===== config.mk =====
export PLATFORM = sky130hd
export DESIGN_NAME = instr_fetch
export DESIGN_NICKNAME = d
export VERILOG_FILES = /design/src/rtl/cpu_pkg.sv /design/src/rtl/fetch_fifo.sv /design/src/rtl/instr_fetch.sv
export SDC_FILE = /design/constraint.sdc
export NUM_CORES = 1
export LEC_CHECK = 0
export BUFFER_PORTS_ARGS = -buffer_cell sky130_fd_sc_hd__buf_2
export CAP_MARGIN = 20
export CORE_MARGIN = 2
export CORE_UTILIZATION = 36
export CTS_BUF_LIST = sky130_fd_sc_hd__clkbuf_4
export CTS_CLUSTER_SIZE = 16
export DETAILED_ROUTE_END_ITERATION = 6
export PLACE_DENSITY = 0.6
export SYNTH_ARGS = -nofsm -noshare
export SYNTH_HDL_FRONTEND = slang
export SYNTH_HIERARCHICAL = 1
export SYNTH_SLANG_ARGS = --single-unit
export TNS_END_PERCENT = 100

===== constraint.sdc =====
create_clock -name clk -period 6.84 [get_ports clk]
set_input_delay 1.368 -clock clk [delete_from_list [all_inputs] [get_ports clk]]
set_output_delay 1.368 -clock clk [all_outputs]
set_load 0.05 [all_outputs]

===== src/rtl/cpu_pkg.sv =====
// rtl/cpu_pkg.sv - shared fetch-stage types and constants
package cpu_pkg;

  localparam int WORD_BYTES = 4;

  typedef struct packed {
    logic [31:0] instr;
    logic [31:0] pc;
  } fetch_entry_t;

  typedef enum logic [1:0] {
    S_IDLE,
    S_RUN,
    S_DRAIN
  } fetch_state_e;

endpackage


===== src/rtl/fetch_fifo.sv =====
// rtl/fetch_fifo.sv - synchronous FIFO with push/pop/flush and occupancy count
module fetch_fifo #(
  parameter int  DEPTH = 2,
  parameter type T     = logic [31:0]
) (
  input  logic                 clk,
  input  logic                 reset,
  input  logic                 push_i,
  input  T                     push_data_i,
  input  logic                 pop_i,
  input  logic                 flush_i,
  output T                     head_o,
  output logic [$clog2(DEPTH):0] count_o
);

  localparam int AW = $clog2(DEPTH);
  localparam int CW = AW + 1;

  T               mem_q [DEPTH];
  logic [AW-1:0]  wr_ptr_q, rd_ptr_q;
  logic [CW-1:0]  count_q;
  logic           do_push, do_pop;

  // Flush overrides both push and pop in the same cycle.
  assign do_push = push_i && !flush_i;
  assign do_pop  = pop_i && !flush_i && (count_q != '0);

  always_ff @(posedge clk) begin
    if (reset || flush_i) begin
      wr_ptr_q <= '0;
      rd_ptr_q <= '0;
      count_q  <= '0;
    end else begin
      if (do_push) wr_ptr_q <= wr_ptr_q + AW'(1);
      if (do_pop)  rd_ptr_q <= rd_ptr_q + AW'(1);
      count_q <= count_q + CW'(do_push) - CW'(do_pop);
    end
  end

  always_ff @(posedge clk) begin
    if (do_push) mem_q[wr_ptr_q] <= push_data_i;
  end

  assign head_o  = mem_q[rd_ptr_q];
  assign count_o = count_q;

  assert property (@(posedge clk) disable iff (reset)
    !(do_push && !do_pop && count_q == CW'(DEPTH)));

endmodule


===== src/rtl/instr_fetch.sv =====
// rtl/instr_fetch.sv - fetch stage: PC, imem requests, prefetch FIFO, redirect flush
// IFETCH_ALIGN_CHECK_EN adds a sticky misalign_err for unaligned redirect targets.
module instr_fetch
  import cpu_pkg::*;
#(
  parameter logic [31:0] RESET_PC  = 32'h0000_0000,
  parameter int          DEPTH     = 2,
  parameter int          MAX_OUTST = 2
) (
  input  logic        clk,
  input  logic        reset,
  output logic        imem_req_valid,
  input  logic        imem_req_ready,
  output logic [31:0] imem_addr,
  input  logic        imem_rsp_valid,
  input  logic [31:0] imem_rsp_data,
  output logic        instr_valid,
  input  logic        instr_ready,
  output logic [31:0] instr_data,
  output logic [31:0] instr_pc,
  input  logic        redirect_valid,
  input  logic [31:0] redirect_target
`ifdef IFETCH_ALIGN_CHECK_EN
  ,
  output logic        misalign_err
`endif
);

  localparam int            CW      = $clog2(DEPTH) + 1;
  localparam logic [CW-1:0] DEPTH_C = CW'(DEPTH);
  localparam logic [CW-1:0] MAXO_C  = CW'(MAX_OUTST);

  fetch_state_e  state_q, state_d;
  logic [31:0]   pc_q, pc_d;
  logic [CW-1:0] outst_q, outst_d;
  logic [CW-1:0] drop_q, drop_d;
  logic [CW-1:0] fifo_count, tag_count;
  logic [31:0]   tag_head, target_aligned;
  fetch_entry_t  head, push_entry;
  logic          issue, push, pop;

  assign target_aligned = {redirect_target[31:2], 2'b00};

  // Credits cover both buffered entries and in-flight requests so a response always has a slot.
  assign imem_req_valid = (state_q == S_RUN) && ((fifo_count + outst_q) < DEPTH_C) &&
                          (outst_q < MAXO_C) && !redirect_valid;
  assign imem_addr      = pc_q;
  assign issue          = imem_req_valid && imem_req_ready;
  assign push           = imem_rsp_valid && (drop_q == '0);
  assign pop            = instr_valid && instr_ready;
  assign push_entry     = '{instr: imem_rsp_data, pc: tag_head};

  assign instr_valid = (fifo_count != '0);
  assign instr_data  = head.instr;
  assign instr_pc    = head.pc;

  always_comb begin
    state_d = state_q;
    pc_d    = pc_q;
    outst_d = outst_q + CW'(issue) - CW'(imem_rsp_valid);
    drop_d  = drop_q;
    if (redirect_valid) begin
      pc_d   = target_aligned;
      drop_d = outst_q - CW'(imem_rsp_valid);
    end else begin
      if (issue) pc_d = pc_q + 32'(WORD_BYTES);
      if (imem_rsp_valid && drop_q != '0) drop_d = drop_q - CW'(1);
    end
    case (state_q)
      S_IDLE:  state_d = S_RUN;
      S_RUN:   if (redirect_valid && outst_d != '0) state_d = S_DRAIN;
      S_DRAIN: if (drop_d == '0) state_d = S_RUN;
      default: state_d = S_IDLE;
    endcase
  end

  always_ff @(posedge clk) begin
    if (reset) begin
      state_q <= S_IDLE;
      pc_q    <= RESET_PC;
      outst_q <= '0;
      drop_q  <= '0;
    end else begin
      state_q <= state_d;
      pc_q    <= pc_d;
      outst_q <= outst_d;
      drop_q  <= drop_d;
    end
  end

  fetch_fifo #(.DEPTH(DEPTH), .T(fetch_entry_t)) u_data_fifo (
    .clk         (clk),
    .reset       (reset),
    .push_i      (push),
    .push_data_i (push_entry),
    .pop_i       (pop),
    .flush_i     (redirect_valid),
    .head_o      (head),
    .count_o     (fifo_count)
  );

  // Tags are never flushed: discarded responses still retire their address in order.
  fetch_fifo #(.DEPTH(DEPTH), .T(logic [31:0])) u_tag_fifo (
    .clk         (clk),
    .reset       (reset),
    .push_i      (issue),
    .push_data_i (pc_q),
    .pop_i       (imem_rsp_valid),
    .flush_i     (1'b0),
    .head_o      (tag_head),
    .count_o     (tag_count)
  );

  assert property (@(posedge clk) disable iff (reset) tag_count == outst_q);

`ifdef IFETCH_ALIGN_CHECK_EN
  logic misalign_q;
  always_ff @(posedge clk) begin
    if (reset) misalign_q <= 1'b0;
    else if (redirect_valid && redirect_target[1:0] != 2'b00) misalign_q <= 1'b1;
  end
  assign misalign_err = misalign_q;
`else
  logic unused_target_lsbs;
  assign unused_target_lsbs = ^redirect_target[1:0];
`endif

endmodule


==> Word-level counts from Yosys, hierarchy flattened <==
Memory sizes are Yosys's and may differ from the RTL's. A register that Yosys moved wholly into a read port is not among the register bits.
Cells that the tools add are included.
{ "totals": {"regBits": 46, "ramBits": 192, "input_bits": 70, "memories": 2} }
{ "classes": {"add_sub_neg": 14, "magnitude_cmp": 2, "n_eq_ne": 4, "n_mux": 15, "reduce_logical": 24} }
{ "mem_list": {"columns": ["name", "depth", "width", "read_ports", "rd_ports_with_merged_regs", "wr", "line", "source"], "rows": [
  ["u_data_fifo.mem_q", 2, 64, 1, 1, 1, "fetch_fifo.sv:19", "T mem_q [DEPTH];"],
  ["u_tag_fifo.mem_q", 2, 32, 1, 1, 1, "fetch_fifo.sv:19", null]
]} }
{ "op_table": {"columns": ["operator", "count"], "rows": [
  ["32-bit two-way mux", 2],
  ["32-bit by 3-bit adder with 32-bit output, second input constant", 1],
  ["1-bit logical AND", 12],
  ["2-bit nonzero test", 5],
  ["1-bit two-way mux", 8],
  ["2-bit two-way mux", 4],
  ["2-bit by 1-bit subtractor with 2-bit output", 4],
  ["2-bit by 1-bit adder with 2-bit output", 3],
  ["2-bit logical NOT", 3],
  ["2-bit one-hot mux with 3 select lines", 1],
  ["1-bit adder, second input constant", 4],
  ["2-bit less-than comparator, second input constant", 2],
  ["2-bit adder", 1],
  ["2-bit by 1-bit equality test with 1-bit output, second input constant", 1],
  ["2-bit equality test, second input constant", 1],
  ["2-bit by 1-bit inequality test with 1-bit output, second input constant", 1],
  ["2-bit inequality test, second input constant", 1],
  ["2-bit AND reduction", 1],
  ["2-bit OR reduction", 1],
  ["2-bit by 1-bit subtractor with 2-bit output, second input constant", 1],
  ["1-bit logical NOT", 1],
  ["1-bit logical OR", 1]
]} }

==> Longest topological paths before layout <==
Gate-level depths: netlist of run 1.
{ "logic_depth": {"word_depth": 12, "mapped_depth": 12} }

==> Modules after synthesis <==
Netlist of run 1, hierarchy kept.
{ "modules_own_cells": {"columns": ["mod", "n_inst", "cells_each", "area_each_um2", "seq_area_each_um2"], "rows": [
  ["fetch_fifo at u_data_fifo", 1, 224, 4889.7, 3943.8],
  ["fetch_fifo at u_tag_fifo", 1, 125, 2571.2, 2021.9],
  ["instr_fetch", 1, 277, 2175.8, 720.7]
]} }

==> Worst setup path before layout of run 1 <==
OpenSTA, ideal clock, no wires.
{ "synth_path": {"path_type": "input port to flip-flop", "from": "input imem_rsp_valid", "to": "memory u_data_fifo/mem_q[0][0] in the netlist's numbering, enable pin", "arrival_time_ns": 6.300, "required_ns": 6.262, "slack_ns": -0.038, "cell_stages": 2, "cell_sequence": "and2_1 nor3b_1"} }
{ "synth_via": {"elab_chain_len": 4} }
{ "synth_rtl": {"columns": ["element", "line", "source"], "rows": [
  ["start: declaration", "instr_fetch.sv:15", "input logic imem_rsp_valid,"],
  ["1-bit logical AND", "instr_fetch.sv:49", "assign push = imem_rsp_valid && (drop_q == '0);"],
  ["1-bit logical AND", "fetch_fifo.sv:25", "assign do_push = push_i && !flush_i;"],
  ["1-bit two-way mux", "fetch_fifo.sv:41", "if (do_push) mem_q[wr_ptr_q] <= push_data_i;"],
  ["1-bit two-way mux (implied by the code)", "fetch_fifo.sv:41", null],
  ["end: declaration", "fetch_fifo.sv:19", null]
]} }
Every way passes these cells.

==> Final worst setup path of run 1 <==
{ "layout_path": {"from": "input redirect_valid", "to": "output imem_req_valid"} }
{ "layout_via": {"elab_chain_len": 2} }
{ "layout_rtl": {"columns": ["element", "line", "source"], "rows": [
  ["start: declaration", "instr_fetch.sv:21", "input logic redirect_valid,"],
  ["1-bit logical NOT", "instr_fetch.sv:46", "(outst_q < MAXO_C) && !redirect_valid;"],
  ["1-bit logical AND", "instr_fetch.sv:46", null],
  ["end: declaration", "instr_fetch.sv:12", "output logic imem_req_valid,"]
]} }
Every way passes these cells.

==> flow_summary.html, run 1 <==
<table>
<tr><th>Metric</th><th>Value</th></tr>
<tr><th colspan="2">Placement</th></tr>
<tr><td>Routability Congestion</td><td>0.767</td></tr>
<tr><td>HPWL reported at the end of detailed placement</td><td>12.8 mm</td></tr>
<tr><td>Inst Count DP</td><td>approximately 1100</td></tr>
<tr><td>Number of input and output port buffers inserted</td><td>roughly 160</td></tr>
<tr><th colspan="2">Timing</th></tr>
<tr><td>Final hold slack</td><td>0.510 ns</td></tr>
<tr><td>Least-Margin Pin Slew</td><td>1.02 ns</td></tr>
<tr><td>Setup TNS</td><td>0 ns</td></tr>
<tr><td>Max-slew violation count</td><td>0</td></tr>
<tr><td>Part of the cycle the worst path needs</td><td>0.568</td></tr>
<tr><td>Clock skew</td><td>0.0325 ns</td></tr>
<tr><td>Max Fclk</td><td>257 MHz</td></tr>
<tr><td>Final hold violation count</td><td>0</td></tr>
<tr><td>Total of endpoints with negative setup slack in the final report</td><td>0</td></tr>
<tr><td>Min Clock Period, post-route</td><td>slightly below 4 ns</td></tr>
<tr><td>Setup repair after global routing missed its margin</td><td>false</td></tr>
<tr><td>Max-slew headroom</td><td>0.315</td></tr>
<tr><th colspan="2">Detailed routing</th></tr>
<tr><td>Number of detailed-routing iterations run before antenna repair</td><td>5</td></tr>
<tr><td>Final routed DRC violation total</td><td>0</td></tr>
<tr><td>Starting DRT DRC Count</td><td>412</td></tr>
<tr><td>Final antenna-violating net count</td><td>0</td></tr>
<tr><td>Via count of the routed design</td><td>6042</td></tr>
<tr><td>Per-cell via count in the routed design</td><td>4.94</td></tr>
<tr><td>DRT Wirelength</td><td>roughly 21 mm</td></tr>
<tr><td>Routed length per instance</td><td>17.2 um</td></tr>
<tr><th colspan="2">Clocking</th></tr>
<tr><td># H-tree levels</td><td>3</td></tr>
<tr><td>Cells resized by post-CTS repair</td><td>0</td></tr>
<tr><td>Root cell of the clock tree</td><td>clkbuf_4</td></tr>
<tr><td>TritonCTS clock tree</td><td>yes</td></tr>
<tr><td>Maximum number of buffers from clock root to sink</td><td>3</td></tr>
<tr><td>Cts-stage hold buffer count</td><td>0</td></tr>
<tr><td>Clock sinks</td><td>about 240</td></tr>
<tr><td># Post-CTS Setup Buffers</td><td>0</td></tr>
<tr><td>Insertion delay to the later sink of the worst-skew pair</td><td>0.65 ns</td></tr>
<tr><td>Clock slew seen by the registers of the worst setup and hold paths</td><td>0.07 ns</td></tr>
<tr><td>TritonCTS Buffers</td><td>between 60 and 70</td></tr>
<tr><th colspan="2">Synth</th></tr>
<tr><td>Synth Cell Area</td><td>0.00964 sq mm</td></tr>
<tr><td>Number of distinct standard cells referenced by the synthesized netlist</td><td>58</td></tr>
<tr><td>Synth Area per Inst</td><td>between 15 and 20 sq um</td></tr>
<tr><td>Gate count of the mapped netlist</td><td>626</td></tr>
<tr><td>Post-synthesis register bit count</td><td>about 240</td></tr>
<tr><td>Total number of yosys warnings</td><td>6</td></tr>
<tr><td>Number of enable-type register cells in the synthesized netlist</td><td>192</td></tr>
<tr><td>Sequential fraction of the synthesis area</td><td>0.694</td></tr>
<tr><td>Async set-or-reset flop fraction in the synthesized netlist</td><td>0</td></tr>
<tr><td>Leading register cell type out of synthesis</td><td>edfxtp_1</td></tr>
<tr><th colspan="2">Min path</th></tr>
<tr><td>Class of the worst hold path</td><td>reg2reg</td></tr>
<tr><th colspan="2">Final layout</th></tr>
<tr><td>Net count reported at finish</td><td>~900</td></tr>
<tr><td>Utilization after layout</td><td>0.446</td></tr>
<tr><td>Most common cell after layout, fill and taps aside</td><td>edfxtp_1</td></tr>
<tr><td>Area growth, synth to finish</td><td>21.2%</td></tr>
<tr><td>Seq. cell area</td><td>0.00669 sq mm</td></tr>
<tr><td>Count of filler cells inserted in the layout</td><td>2365</td></tr>
<tr><td>Filler-free cell count of the finished design</td><td>around 1200</td></tr>
<tr><td>Most frequent cells in the layout</td><td>192 x edfxtp_1, 163 x buf_2, 107 x clkbuf_4</td></tr>
<tr><td>Total area of multi-input combinational cells</td><td>0.00273 sq mm</td></tr>
<tr><td>Final antenna diode count</td><td>0</td></tr>
<tr><td>Fraction of final layout cells sized beyond drive strength 1</td><td>0.447</td></tr>
<tr><th colspan="2">Run</th></tr>
<tr><td>Maxcap violations</td><td>0</td></tr>
<tr><th colspan="2">Status</th></tr>
<tr><td>Status</td><td>finished clean</td></tr>
<tr><th colspan="2">Floorplan</th></tr>
<tr><td>Cell row count</td><td>59</td></tr>
<tr><td>Starting density of the core</td><td>0.368</td></tr>
<tr><td>Die area</td><td>0.0281 sq mm</td></tr>
<tr><td>Height of the die</td><td>about 170 um</td></tr>
<tr><td>Total core area</td><td>0.0262 sq mm</td></tr>
<tr><td>Overall die width</td><td>168 um</td></tr>
<tr><td>Num ports</td><td>168</td></tr>
<tr><th colspan="2">Worst setup path</th></tr>
<tr><td>Cells along the critical path</td><td>buf_2 -&gt; nor4b_2 -&gt; and3_1 -&gt; buf_2</td></tr>
<tr><td>Crit Path Class</td><td>in2out</td></tr>
<tr><td>Largest fanout of any net on the critical path</td><td>38</td></tr>
<tr><td>Kind of capture point of the worst setup path</td><td>output port</td></tr>
<tr><td>Data arrival time of the critical path</td><td>2.52 ns</td></tr>
<tr><td>Type of origin of the critical path</td><td>input port</td></tr>
<tr><td>Largest delay share family, worst path</td><td>buffers and inverters</td></tr>
<tr><td>Delay contributed by the slowest stage of the critical path</td><td>0.35 ns</td></tr>
<tr><td>Req. time, crit path</td><td>5.47 ns</td></tr>
<tr><td>Reg2reg setup slack</td><td>4.07 ns</td></tr>
<tr><td>Buf+Inv Stages, Crit Path</td><td>2</td></tr>
<tr><td>Slowest cell on the critical path</td><td>buf_2</td></tr>
<tr><td>Cell occurring most often along the worst timing path</td><td>buf_2</td></tr>
<tr><th colspan="2">Global route</th></tr>
<tr><td>Via count of the first global-routing pass</td><td>5913</td></tr>
<tr><td>First-pass GRT wire length</td><td>32.3 mm</td></tr>
<tr><td>Largest net degree at the start of global routing</td><td>65</td></tr>
<tr><td>Global-route congestion overflow total</td><td>0</td></tr>
<tr><td>Initial antenna violation count</td><td>0</td></tr>
<tr><td>GRT Resource Usage Total</td><td>0.149</td></tr>
<tr><th colspan="2">Power</th></tr>
<tr><td>Leak</td><td>4.31 nW</td></tr>
<tr><td>Peak supply drop</td><td>0.000140 V</td></tr>
<tr><td>Final total power</td><td>3.37 mW</td></tr>
<tr><td>Power density cells</td><td>roughly 290 mW/mm^2</td></tr>
</table>
## tightest hold or removal path, stage by stage (launching register included)
cell	delay, ns
dfxtp_1	0.34
nand3_1	0.08
a21oi_1	0.06
## registers in the layout, indices dropped and copies added (netlist names), named ones only
register and count:
u_tag_fifo/rd_ptr_q 1, u_tag_fifo/wr_ptr_q 1, u_data_fifo/mem_q 128, drop_q 2, imem_addr 30, u_data_fifo/count_o 2
u_tag_fifo/mem_q 64, outst_q 2, u_data_fifo/wr_ptr_q 1, u_data_fifo/rd_ptr_q 1, state_q 2, u_tag_fifo/count_o 2
## cell usage after synthesis, types with 4 or more instances
library cell	number	area (sq um)
nor2_1	34	128
nor4_1	7	43.8
o21ai_0	15	75.1
mux2_2	95	1070
nand4_1	13	81.3
dfxtp_1	46	921
buf_6	11	124
xnor2_1	8	70.1
and3_1	5	31.3
and2_1	7	43.8
or3_1	4	25.0
a31oi_1	5	31.3
ha_1	7	87.6
and4_1	5	43.8
inv_1	12	45.0
a311oi_1	5	43.8
nor2b_1	5	31.3
nand3_1	11	55.1
nand2_1	21	78.8
xor2_1	11	96.3
buf_2	4	20.0
a211oi_1	9	67.6
mux2i_1	5	50.1
a21oi_1	14	70.1
nor3_1	17	85.1
clkbuf_1	11	41.3
edfxtp_1	192	5770
## area by class of cell
| type | count | area share |
|---|---|---|
| clock buffers | 107 | 0.0688 |
| clock inverters | 12 | 0.0114 |
| inverters | 12 | 0.00386 |
| multi-input cells | 351 | 0.234 |
| flip-flops and latches | 238 | 0.573 |
| well taps | 335 | 0.0359 |
| repair buffers | 169 | 0.0737 |
## worst paths after layout
check                                from  depth (start not counted)                           endpoint
setup / recovery           redirect_valid                          4                     imem_req_valid
setup reg to reg  state_q[1]$_SDFFE_PP0P_                          6  u_tag_fifo/mem_q[0][12]$_DFFE_PP_
hold reg to reg   state_q[0]$_SDFFE_PP0P_                          2            state_q[1]$_SDFFE_PP0P_
hold / removal    state_q[0]$_SDFFE_PP0P_                          2            state_q[1]$_SDFFE_PP0P_
## per-stage QoR
step	area (sq um)	setup slack [ns]
6_report	11700	2.95
5_1_grt	11700	2.88
4_1_cts	11700	2.94
3_5_place_dp	10700	2.57
3_3_place_gp	10700	2.64
2_1_floorplan	9660	1.81
## cells by family (layout without fill, tap and decap cells)
| logic type | Yosys count | in the layout | share of synthesized area |
|---|---|---|---|
| simple gates | 153 | 153 | 0.0908 |
| buf+inv | 43 | 300 | 0.0271 |
| other cells | 1 | 7 | 0.000389 |
| xor+xnor | 19 | 19 | 0.0173 |
| flops | 238 | 238 | 0.694 |
| fa+ha+maj | 7 | 7 | 0.00909 |
| compound gates | 63 | 63 | 0.0430 |
| mux | 102 | 102 | 0.119 |
## power by group
part	total (mW)	leakage, nW	internal [mW]	switching (mW)
sequential	1.66	2.13	1.62	0.0387
clock	1.39	0.555	0.820	0.569
combinational	0.318	1.63	0.0933	0.225
total	3.37	4.31	2.53	0.833
## metal layers
metal	routed length, um	global-route usage
met5	0	0
met3	1490	0.0503
met2	10100	0.242
met1	8940	0.183
met4	525	0.0624
(Power assumes the default switching activity.)
==> inputs of run 2 (changes only) <==
PLACE_DENSITY = 0.58   (was 0.6)
clock period = 3.7 ns   (was 6.84 ns; I/O delays follow)
==> flow_summary.html, run 2 (synthesized netlist as in run 1, its figures left out) <==
<table>
<tr><th>Metric</th><th>Value</th></tr>
<tr><th colspan="2">Global route</th></tr>
<tr><td>Global-route track usage on met1</td><td>0.195</td></tr>
<tr><td>First-pass GRT wire length</td><td>32.7 mm</td></tr>
<tr><td>Gr busiest metal</td><td>met2</td></tr>
<tr><td>GRT Resource Usage Total</td><td>0.151</td></tr>
<tr><td>Met2 routing resource usage after global routing</td><td>0.240</td></tr>
<tr><td>Global-route congestion overflow total</td><td>0</td></tr>
<tr><td>Via count of the first global-routing pass</td><td>about 6100</td></tr>
<tr><td>Largest net degree at the start of global routing</td><td>51</td></tr>
<tr><td>Initial antenna violation count</td><td>1</td></tr>
<tr><td>Met3 Resource Use GR</td><td>0.0489</td></tr>
<tr><th colspan="2">Power</th></tr>
<tr><td>Part of the power in the clock network</td><td>0.390</td></tr>
<tr><td>Leak</td><td>4.29 nW</td></tr>
<tr><td>Peak supply drop</td><td>0.000183 V</td></tr>
<tr><td>Internal power component</td><td>4.48 mW</td></tr>
<tr><td>Switching power</td><td>1.52 mW</td></tr>
<tr><td>Combinational group share of total power</td><td>0.099</td></tr>
<tr><td>Power density cells</td><td>515 mW/mm^2</td></tr>
<tr><td>Part of the total power dissipated in sequential elements</td><td>0.511</td></tr>
<tr><td>Sw Ratio</td><td>0.253</td></tr>
<tr><th colspan="2">Floorplan</th></tr>
<tr><td>Num ports</td><td>168</td></tr>
<tr><td>Height of the die</td><td>~170 um</td></tr>
<tr><td>Overall die width</td><td>168 um</td></tr>
<tr><td>Total core area</td><td>0.0262 sq mm</td></tr>
<tr><td>Starting density of the core</td><td>0.368</td></tr>
<tr><td>Cell row count</td><td>59</td></tr>
<tr><td>Die area</td><td>0.0281 sq mm</td></tr>
<tr><th colspan="2">Detailed routing</th></tr>
<tr><td>Starting DRT DRC Count</td><td>393</td></tr>
<tr><td>Via count of the routed design</td><td>between 6000 and 7000</td></tr>
<tr><td>Per-cell via count in the routed design</td><td>approximately 5</td></tr>
<tr><td>Final routed DRC violation total</td><td>0</td></tr>
<tr><td>Routed length per instance</td><td>17.3 um</td></tr>
<tr><td>DRT Wirelength</td><td>around 21 mm</td></tr>
<tr><td>Final antenna-violating net count</td><td>0</td></tr>
<tr><td>Number of detailed-routing iterations run before antenna repair</td><td>4</td></tr>
<tr><th colspan="2">Worst setup path</th></tr>
<tr><td>Buf+Inv Stages, Crit Path</td><td>2</td></tr>
<tr><td>Cell depth of the worst flop-to-flop path</td><td>6</td></tr>
<tr><td>Endpoint of the most critical register-to-register path</td><td>imem_addr[28]$_SDFFE_PP0P_</td></tr>
<tr><td>Req. time, crit path</td><td>2.96 ns</td></tr>
<tr><td>Largest fanout of any net on the critical path</td><td>30</td></tr>
<tr><td>Largest delay share family, worst path</td><td>flip-flops</td></tr>
<tr><td>Type of origin of the critical path</td><td>register</td></tr>
<tr><td>End of the critical path</td><td>instr_pc[11]</td></tr>
<tr><td>Kind of capture point of the worst setup path</td><td>output port</td></tr>
<tr><td>R2r startpoint</td><td>imem_addr[3]$_SDFFE_PP0P_</td></tr>
<tr><td>Crit Path Class</td><td>reg2out</td></tr>
<tr><td>Slowest cell on the critical path</td><td>dfxtp_4</td></tr>
<tr><td>Data arrival time of the critical path</td><td>about 2.3 ns</td></tr>
<tr><td>Delay contributed by the slowest stage of the critical path</td><td>approximately 0.63 ns</td></tr>
<tr><td>Reg2reg setup slack</td><td>1.14 ns</td></tr>
<tr><td>Cells along the critical path</td><td>buf_4 -&gt; mux2_2 -&gt; buf_2</td></tr>
<tr><td>Cell depth of the worst setup path</td><td>3</td></tr>
<tr><th colspan="2">Timing</th></tr>
<tr><td>Final hold violation count</td><td>0</td></tr>
<tr><td>Total of endpoints with negative setup slack in the final report</td><td>0</td></tr>
<tr><td>Setup repair after global routing missed its margin</td><td>false</td></tr>
<tr><td>Setup TNS</td><td>0 ns</td></tr>
<tr><td>Max-slew headroom</td><td>0.347</td></tr>
<tr><td>Max-slew violation count</td><td>0</td></tr>
<tr><td>Part of the cycle the worst path needs</td><td>0.813</td></tr>
<tr><td>Clock skew</td><td>0.0374 ns</td></tr>
<tr><td>Least-Margin Pin Slew</td><td>0.980 ns</td></tr>
<tr><td>Min Clock Period, post-route</td><td>3.01 ns</td></tr>
<tr><td>Max Fclk</td><td>332 MHz</td></tr>
<tr><th colspan="2">Placement</th></tr>
<tr><td>Routability Congestion</td><td>0.754</td></tr>
<tr><td>Number of input and output port buffers inserted</td><td>between 150 and 200</td></tr>
<tr><td>Cell Area, Placed</td><td>0.0108 sq mm</td></tr>
<tr><td>HPWL reported at the end of detailed placement</td><td>roughly 14 mm</td></tr>
<tr><th colspan="2">Clocking</th></tr>
<tr><td>TritonCTS clock tree</td><td>yes</td></tr>
<tr><td>Insertion delay to the later sink of the worst-skew pair</td><td>0.64 ns</td></tr>
<tr><td>Clock slew seen by the registers of the worst setup and hold paths</td><td>0.07 ns</td></tr>
<tr><td># H-tree levels</td><td>3</td></tr>
<tr><td>Clock sinks</td><td>238</td></tr>
<tr><td>Root cell of the clock tree</td><td>clkbuf_4</td></tr>
<tr><td>Maximum number of buffers from clock root to sink</td><td>3</td></tr>
<tr><td>Cts-stage hold buffer count</td><td>0</td></tr>
<tr><td># Post-CTS Setup Buffers</td><td>0</td></tr>
<tr><td>Cells resized by post-CTS repair</td><td>0</td></tr>
<tr><td>TritonCTS Buffers</td><td>66</td></tr>
<tr><th colspan="2">Final layout</th></tr>
<tr><td>Area growth, synth to finish</td><td>20.8%</td></tr>
<tr><td>Most common cell after layout, fill and taps aside</td><td>edfxtp_1</td></tr>
<tr><td>Final Instance Area</td><td>around 0.012 sq mm</td></tr>
<tr><td>Number of flip-flops in the largest register</td><td>128</td></tr>
<tr><td>Net count reported at finish</td><td>920</td></tr>
<tr><td>Fraction of final layout cells sized beyond drive strength 1</td><td>0.440</td></tr>
<tr><td>Most flop-heavy register</td><td>u_data_fifo/mem_q</td></tr>
<tr><td>Most frequent cells in the layout</td><td>192 x edfxtp_1, 163 x buf_2, 95 x mux2_2, 95 x clkbuf_4, 44 x dfxtp_1</td></tr>
<tr><th colspan="2">Run</th></tr>
<tr><td>Maxcap violations</td><td>0</td></tr>
<tr><th colspan="2">Min path</th></tr>
<tr><td>Class of the worst hold path</td><td>in2reg</td></tr>
<tr><th colspan="2">Status</th></tr>
<tr><td>Status</td><td>finished clean</td></tr>
</table>
==> run 2: worst min-delay path by stage <==
stage,start,endpoint,slack (ns),cells past startpoint
3_5_place_dp,state_q[0]$_SDFFE_PP0P_,state_q[1]$_SDFFE_PP0P_,0.51,2
2_1_floorplan,state_q[0]$_SDFFE_PP0P_,state_q[1]$_SDFFE_PP0P_,0.48,2
6_report,imem_rsp_data[0],u_data_fifo/mem_q[1][32]$_DFFE_PP_,0.29,1
4_1_cts,imem_rsp_data[0],u_data_fifo/mem_q[1][32]$_DFFE_PP_,0.21,1
5_1_grt,imem_rsp_data[30],u_data_fifo/mem_q[0][62]$_DFFE_PP_,0.23,1
3_3_place_gp,state_q[0]$_SDFFE_PP0P_,state_q[1]$_SDFFE_PP0P_,0.50,2
==> run 2: layout make-up <==
type	count	area, sq um
Fill cell	2406	14600
Antenna cell	2	5.00
Clock inverter	14	105
Clock buffer	95	713
Inverter	12	45.0
Timing Repair Buffer	174	923
Tap cell	335	419
Sequential cell	238	6690
Multi-Input combinational cell	351	2740
==> run 2: per-layer routing <==
layer	routed length, um	share of wire
met3	1480	0.070
met5	19	0.00090
met2	10100	0.48
met4	247	0.012
met1	9340	0.44
==> run 2: power groups by stage <==
| stage | Clock, mW | Combinational, mW | Sequential [mW] |
|---|---|---|---|
| 6_report | 2.34 | 0.593 | 3.07 |
| 5_1_grt | 2.57 | 0.639 | 3.08 |
| 4_1_cts | 2.44 | 0.599 | 3.07 |
| 3_5_place_dp | 0 | 0.596 | 3.12 |
| 3_3_place_gp | 0 | 0.592 | 3.12 |
| 2_1_floorplan | 0 | 0.361 | 3.18 |
==> run 2: worst reg2reg max path: stages (launching register included) <==
cell and delay (ns):
dfxtp_1 0.54, ha_1 0.36, nand4_1 0.18, nor3_1 0.68, nand4_1 0.22, or4_1 0.44, nand3_1 0.09
==> run 2: stage by stage <==
step                hold slack [ns]  std cells  power (mW)  setup WS, ns  utilization
floorplan                     0.477        632        3.54         0.435            -
global placement              0.499       1110        3.71         0.880        0.413
detailed placement            0.515       1110        3.72         0.850        0.413
CTS                           0.214       1219        6.11         0.555        0.444
global route                  0.226       1219        6.29         0.526        0.444
finish                        0.288       1221        5.99         0.692        0.444
==> inputs of run 3 (changes only) <==
ABC_AREA = 1   (was default)
clock period = 3.1 ns   (was 3.7 ns; I/O delays follow)
==> flow_summary.html, run 3 <==
<table>
<tr><th>Metric</th><th>Value</th></tr>
<tr><th colspan="2">Status</th></tr>
<tr><td>Status</td><td>finished clean</td></tr>
<tr><th colspan="2">Power</th></tr>
<tr><td>Switching power</td><td>between 1.5 and 2 mW</td></tr>
<tr><td>Leak</td><td>~5.1 nW</td></tr>
<tr><td>Sw Ratio</td><td>0.242</td></tr>
<tr><td>Power density cells</td><td>582 mW/mm^2</td></tr>
<tr><td>Peak supply drop</td><td>0.000244 V</td></tr>
<tr><td>Combinational group share of total power</td><td>0.092</td></tr>
<tr><td>Internal power component</td><td>between 5 and 6 mW</td></tr>
<tr><td>Part of the power in the clock network</td><td>0.423</td></tr>
<tr><td>Part of the total power dissipated in sequential elements</td><td>0.485</td></tr>
<tr><th colspan="2">Detailed routing</th></tr>
<tr><td>Routed length per instance</td><td>roughly 15 um</td></tr>
<tr><td>Per-cell via count in the routed design</td><td>4.46</td></tr>
<tr><td>Starting DRT DRC Count</td><td>407</td></tr>
<tr><td>Final routed DRC violation total</td><td>0</td></tr>
<tr><td>DRT Wirelength</td><td>~22 mm</td></tr>
<tr><td>Via count of the routed design</td><td>6704</td></tr>
<tr><td>Number of detailed-routing iterations run before antenna repair</td><td>7</td></tr>
<tr><td>Final antenna-violating net count</td><td>0</td></tr>
<tr><th colspan="2">Timing</th></tr>
<tr><td>Least-Margin Pin Slew</td><td>0.665 ns</td></tr>
<tr><td>Setup TNS</td><td>0 ns</td></tr>
<tr><td>Max-slew violation count</td><td>0</td></tr>
<tr><td>Min Clock Period, post-route</td><td>2.67 ns</td></tr>
<tr><td>Final hold violation count</td><td>0</td></tr>
<tr><td>Setup repair after global routing missed its margin</td><td>false</td></tr>
<tr><td>Part of the cycle the worst path needs</td><td>0.862</td></tr>
<tr><td>Max Fclk</td><td>374 MHz</td></tr>
<tr><td>Clock skew</td><td>around 0.055 ns</td></tr>
<tr><td>Max-slew headroom</td><td>0.556</td></tr>
<tr><td>Final hold slack</td><td>approximately 0.15 ns</td></tr>
<tr><td>Total of endpoints with negative setup slack in the final report</td><td>0</td></tr>
<tr><th colspan="2">Worst setup path</th></tr>
<tr><td>Buf+Inv Stages, Crit Path</td><td>2</td></tr>
<tr><td>Req. time, crit path</td><td>2.48 ns</td></tr>
<tr><td>Crit Path Class</td><td>reg2out</td></tr>
<tr><td>Kind of capture point of the worst setup path</td><td>output port</td></tr>
<tr><td>Cells along the critical path</td><td>buf_12 -&gt; mux2_2 -&gt; buf_2</td></tr>
<tr><td>Largest delay share family, worst path</td><td>buffers and inverters</td></tr>
<tr><td>Data arrival time of the critical path</td><td>2.05 ns</td></tr>
<tr><td>Delay contributed by the slowest stage of the critical path</td><td>roughly 0.47 ns</td></tr>
<tr><td>Largest fanout of any net on the critical path</td><td>37</td></tr>
<tr><td>Type of origin of the critical path</td><td>register</td></tr>
<tr><td>Slowest cell on the critical path</td><td>dfxtp_4</td></tr>
<tr><th colspan="2">Synth</th></tr>
<tr><td>Number of distinct standard cells referenced by the synthesized netlist</td><td>36</td></tr>
<tr><td>Post-synthesis register bit count</td><td>~240</td></tr>
<tr><td>Synth Cell Area</td><td>0.0106 sq mm</td></tr>
<tr><td>Total number of yosys warnings</td><td>6</td></tr>
<tr><td>Gate count of the mapped netlist</td><td>834</td></tr>
<tr><td>Cells taking the most area after synthesis</td><td>edfxtp_1 54%, mux2_4 13%, dfxtp_1 8.7%</td></tr>
<tr><td>Number of enable-type register cells in the synthesized netlist</td><td>192</td></tr>
<tr><td>Cell accounting for the most synthesized area</td><td>edfxtp_1</td></tr>
<tr><td>Top post-synthesis cells by count</td><td>192 x edfxtp_1, 173 x nand2_1, 90 x mux2_4</td></tr>
<tr><td>Most repeated cell in the gate-level netlist after synthesis</td><td>edfxtp_1</td></tr>
<tr><td>Leading register cell type out of synthesis</td><td>edfxtp_1</td></tr>
<tr><td>Yosys top cell area share</td><td>0.545</td></tr>
<tr><td>Synth Area per Inst</td><td>~13 sq um</td></tr>
<tr><td>Sequential fraction of the synthesis area</td><td>0.632</td></tr>
<tr><td>Async set-or-reset flop fraction in the synthesized netlist</td><td>0</td></tr>
<tr><th colspan="2">Clocking</th></tr>
<tr><td>Clock slew seen by the registers of the worst setup and hold paths</td><td>0.06 ns</td></tr>
<tr><td>TritonCTS Buffers</td><td>67</td></tr>
<tr><td>Maximum number of buffers from clock root to sink</td><td>3</td></tr>
<tr><td>Cts-stage hold buffer count</td><td>0</td></tr>
<tr><td>Clock sinks</td><td>238</td></tr>
<tr><td>Root cell of the clock tree</td><td>clkbuf_4</td></tr>
<tr><td>Cells resized by post-CTS repair</td><td>0</td></tr>
<tr><td># Post-CTS Setup Buffers</td><td>0</td></tr>
<tr><td>Insertion delay to the later sink of the worst-skew pair</td><td>between 0.6 and 0.7 ns</td></tr>
<tr><td># H-tree levels</td><td>3</td></tr>
<tr><td>TritonCTS clock tree</td><td>yes</td></tr>
<tr><th colspan="2">Placement</th></tr>
<tr><td>HPWL reported at the end of detailed placement</td><td>15.3 mm</td></tr>
<tr><td>Routability Congestion</td><td>0.869</td></tr>
<tr><td>Number of input and output port buffers inserted</td><td>163</td></tr>
<tr><td>Inst Count DP</td><td>1380</td></tr>
<tr><th colspan="2">Final layout</th></tr>
<tr><td>Number of flip-flops in the largest register</td><td>roughly 130</td></tr>
<tr><td>Net count reported at finish</td><td>1142</td></tr>
<tr><td>Most flop-heavy register</td><td>u_data_fifo/mem_q</td></tr>
<tr><td>Most frequent cells in the layout</td><td>192 x edfxtp_1, 173 x nand2_1, 163 x buf_2</td></tr>
<tr><td>Most common cell after layout, fill and taps aside</td><td>edfxtp_1</td></tr>
<tr><td>Fraction of final layout cells sized beyond drive strength 1</td><td>0.371</td></tr>
<tr><td>Utilization after layout</td><td>0.446</td></tr>
<tr><td>Filler-free cell count of the finished design</td><td>1503</td></tr>
<tr><td>Area growth, synth to finish</td><td>21.5%</td></tr>
<tr><td>Count of filler cells inserted in the layout</td><td>about 2700</td></tr>
<tr><th colspan="2">Floorplan</th></tr>
<tr><td>Total core area</td><td>0.0289 sq mm</td></tr>
<tr><td>Num ports</td><td>168</td></tr>
<tr><td>Die area</td><td>0.0308 sq mm</td></tr>
<tr><td>Starting density of the core</td><td>0.367</td></tr>
<tr><td>Overall die width</td><td>approximately 180 um</td></tr>
<tr><td>Cell row count</td><td>62</td></tr>
<tr><td>Height of the die</td><td>175 um</td></tr>
<tr><th colspan="2">Global route</th></tr>
<tr><td>Largest net degree at the start of global routing</td><td>38</td></tr>
<tr><td>First-pass GRT wire length</td><td>34.4 mm</td></tr>
<tr><td>Initial antenna violation count</td><td>1</td></tr>
<tr><td>GRT Resource Usage Total</td><td>0.144</td></tr>
<tr><td>Global-route congestion overflow total</td><td>0</td></tr>
<tr><td>Via count of the first global-routing pass</td><td>about 6500</td></tr>
<tr><th colspan="2">Run</th></tr>
<tr><td>Maxcap violations</td><td>0</td></tr>
<tr><th colspan="2">Min path</th></tr>
<tr><td>Class of the worst hold path</td><td>in2reg</td></tr>
</table>
## run 3: cell types whose count changed after synthesis, moves of 6 or more
cell | before | now
nor3_1 | 17 | 0
mux2_2 | 95 | 6
nand3_1 | 11 | 60
a211oi_1 | 9 | 2
mux2_4 | 0 | 90
a21oi_1 | 14 | 23
clkbuf_1 | 11 | 5
buf_12 | 0 | 9
inv_1 | 12 | 85
nand4_1 | 13 | 2
xor2_1 | 11 | 4
nor2_1 | 34 | 67
nand2_1 | 21 | 173
nor4_1 | 7 | 0
## run 3: per-stage QoR
step	worst slack [ns]	total power, mW	cell area [sq um]
5_1_grt	0.311	7.86	12900
6_report	0.427	7.49	12900
3_3_place_gp	0.765	4.38	11900
4_1_cts	0.362	7.62	12900
3_5_place_dp	0.722	4.40	11900
2_1_floorplan	0.165	4.18	10600
## run 3: area by class of cell
cell class	instances	area (sq um)	area share
timing repair buffer	180	1060	0.0821
tap	384	480	0.0374
inverter	87	329	0.0256
sequential	238	6690	0.520
multi-input combinational	491	3320	0.258
clock buffer	108	811	0.0630
clock inverter	13	164	0.0127
antenna	2	5.00	0.000389
## run 3: power groups by stage
stage          Clock, mW  Combinational (mW)  Sequential [mW]
2_1_floorplan          0               0.422             3.76
3_3_place_gp           0               0.688             3.70
3_5_place_dp           0               0.696             3.70
4_1_cts             3.29               0.698             3.63
5_1_grt             3.47               0.747             3.64
6_report            3.17               0.689             3.63
## run 3: final timing paths
check                                         start                            endpoint  slack [ns]  depth (start not counted)
setup / recovery                           register                      instr_data[22]        0.43                          3
hold / removal                     imem_rsp_data[6]  u_data_fifo/mem_q[0][38]$_DFFE_PP_        0.15                          1
setup reg to reg  u_data_fifo/count_o[1]$_SDFF_PP0_             state_q[0]$_SDFFE_PP0P_        0.93                         11
hold reg to reg    u_tag_fifo/rd_ptr_q$_SDFFE_PP0P_                            register        0.50                          2
## run 3: worst reg2reg max path: cells and delay by family (launching register included)
family,cells,cell delay (ns)
simple gates,6,0.78
fa+ha+maj,2,0.63
flops,1,0.44
compound gates,1,0.13
buf+inv,2,0.12
## run 3: cell families (layout without fill, tap and decap cells)
kind of cell | count (synthesis) | in the layout | synth area share
AO/OA/AOI/OAI | 49 | 49 | 0.0257
other | 1 | 11 | 0.000354
AND/OR/NAND/NOR | 320 | 320 | 0.132
flip-flops | 238 | 238 | 0.632
multiplexers | 96 | 96 | 0.134
adder cells (fa/ha/maj) | 7 | 7 | 0.00827
buffers and inverters | 113 | 388 | 0.0598
XOR/XNOR | 10 | 10 | 0.00827
## run 3: layer usage
layer / share of wire / wire length, um / GRT usage / up-vias
li1: - / - / - / 3350
met1: 0.45 / 10100 / 0.184 / 3095
met2: 0.47 / 10300 / 0.232 / 219
met3: 0.059 / 1310 / 0.0377 / 40
met4: 0.023 / 500 / 0.0634 / 0
met5: 0 / 0 / 0 / -
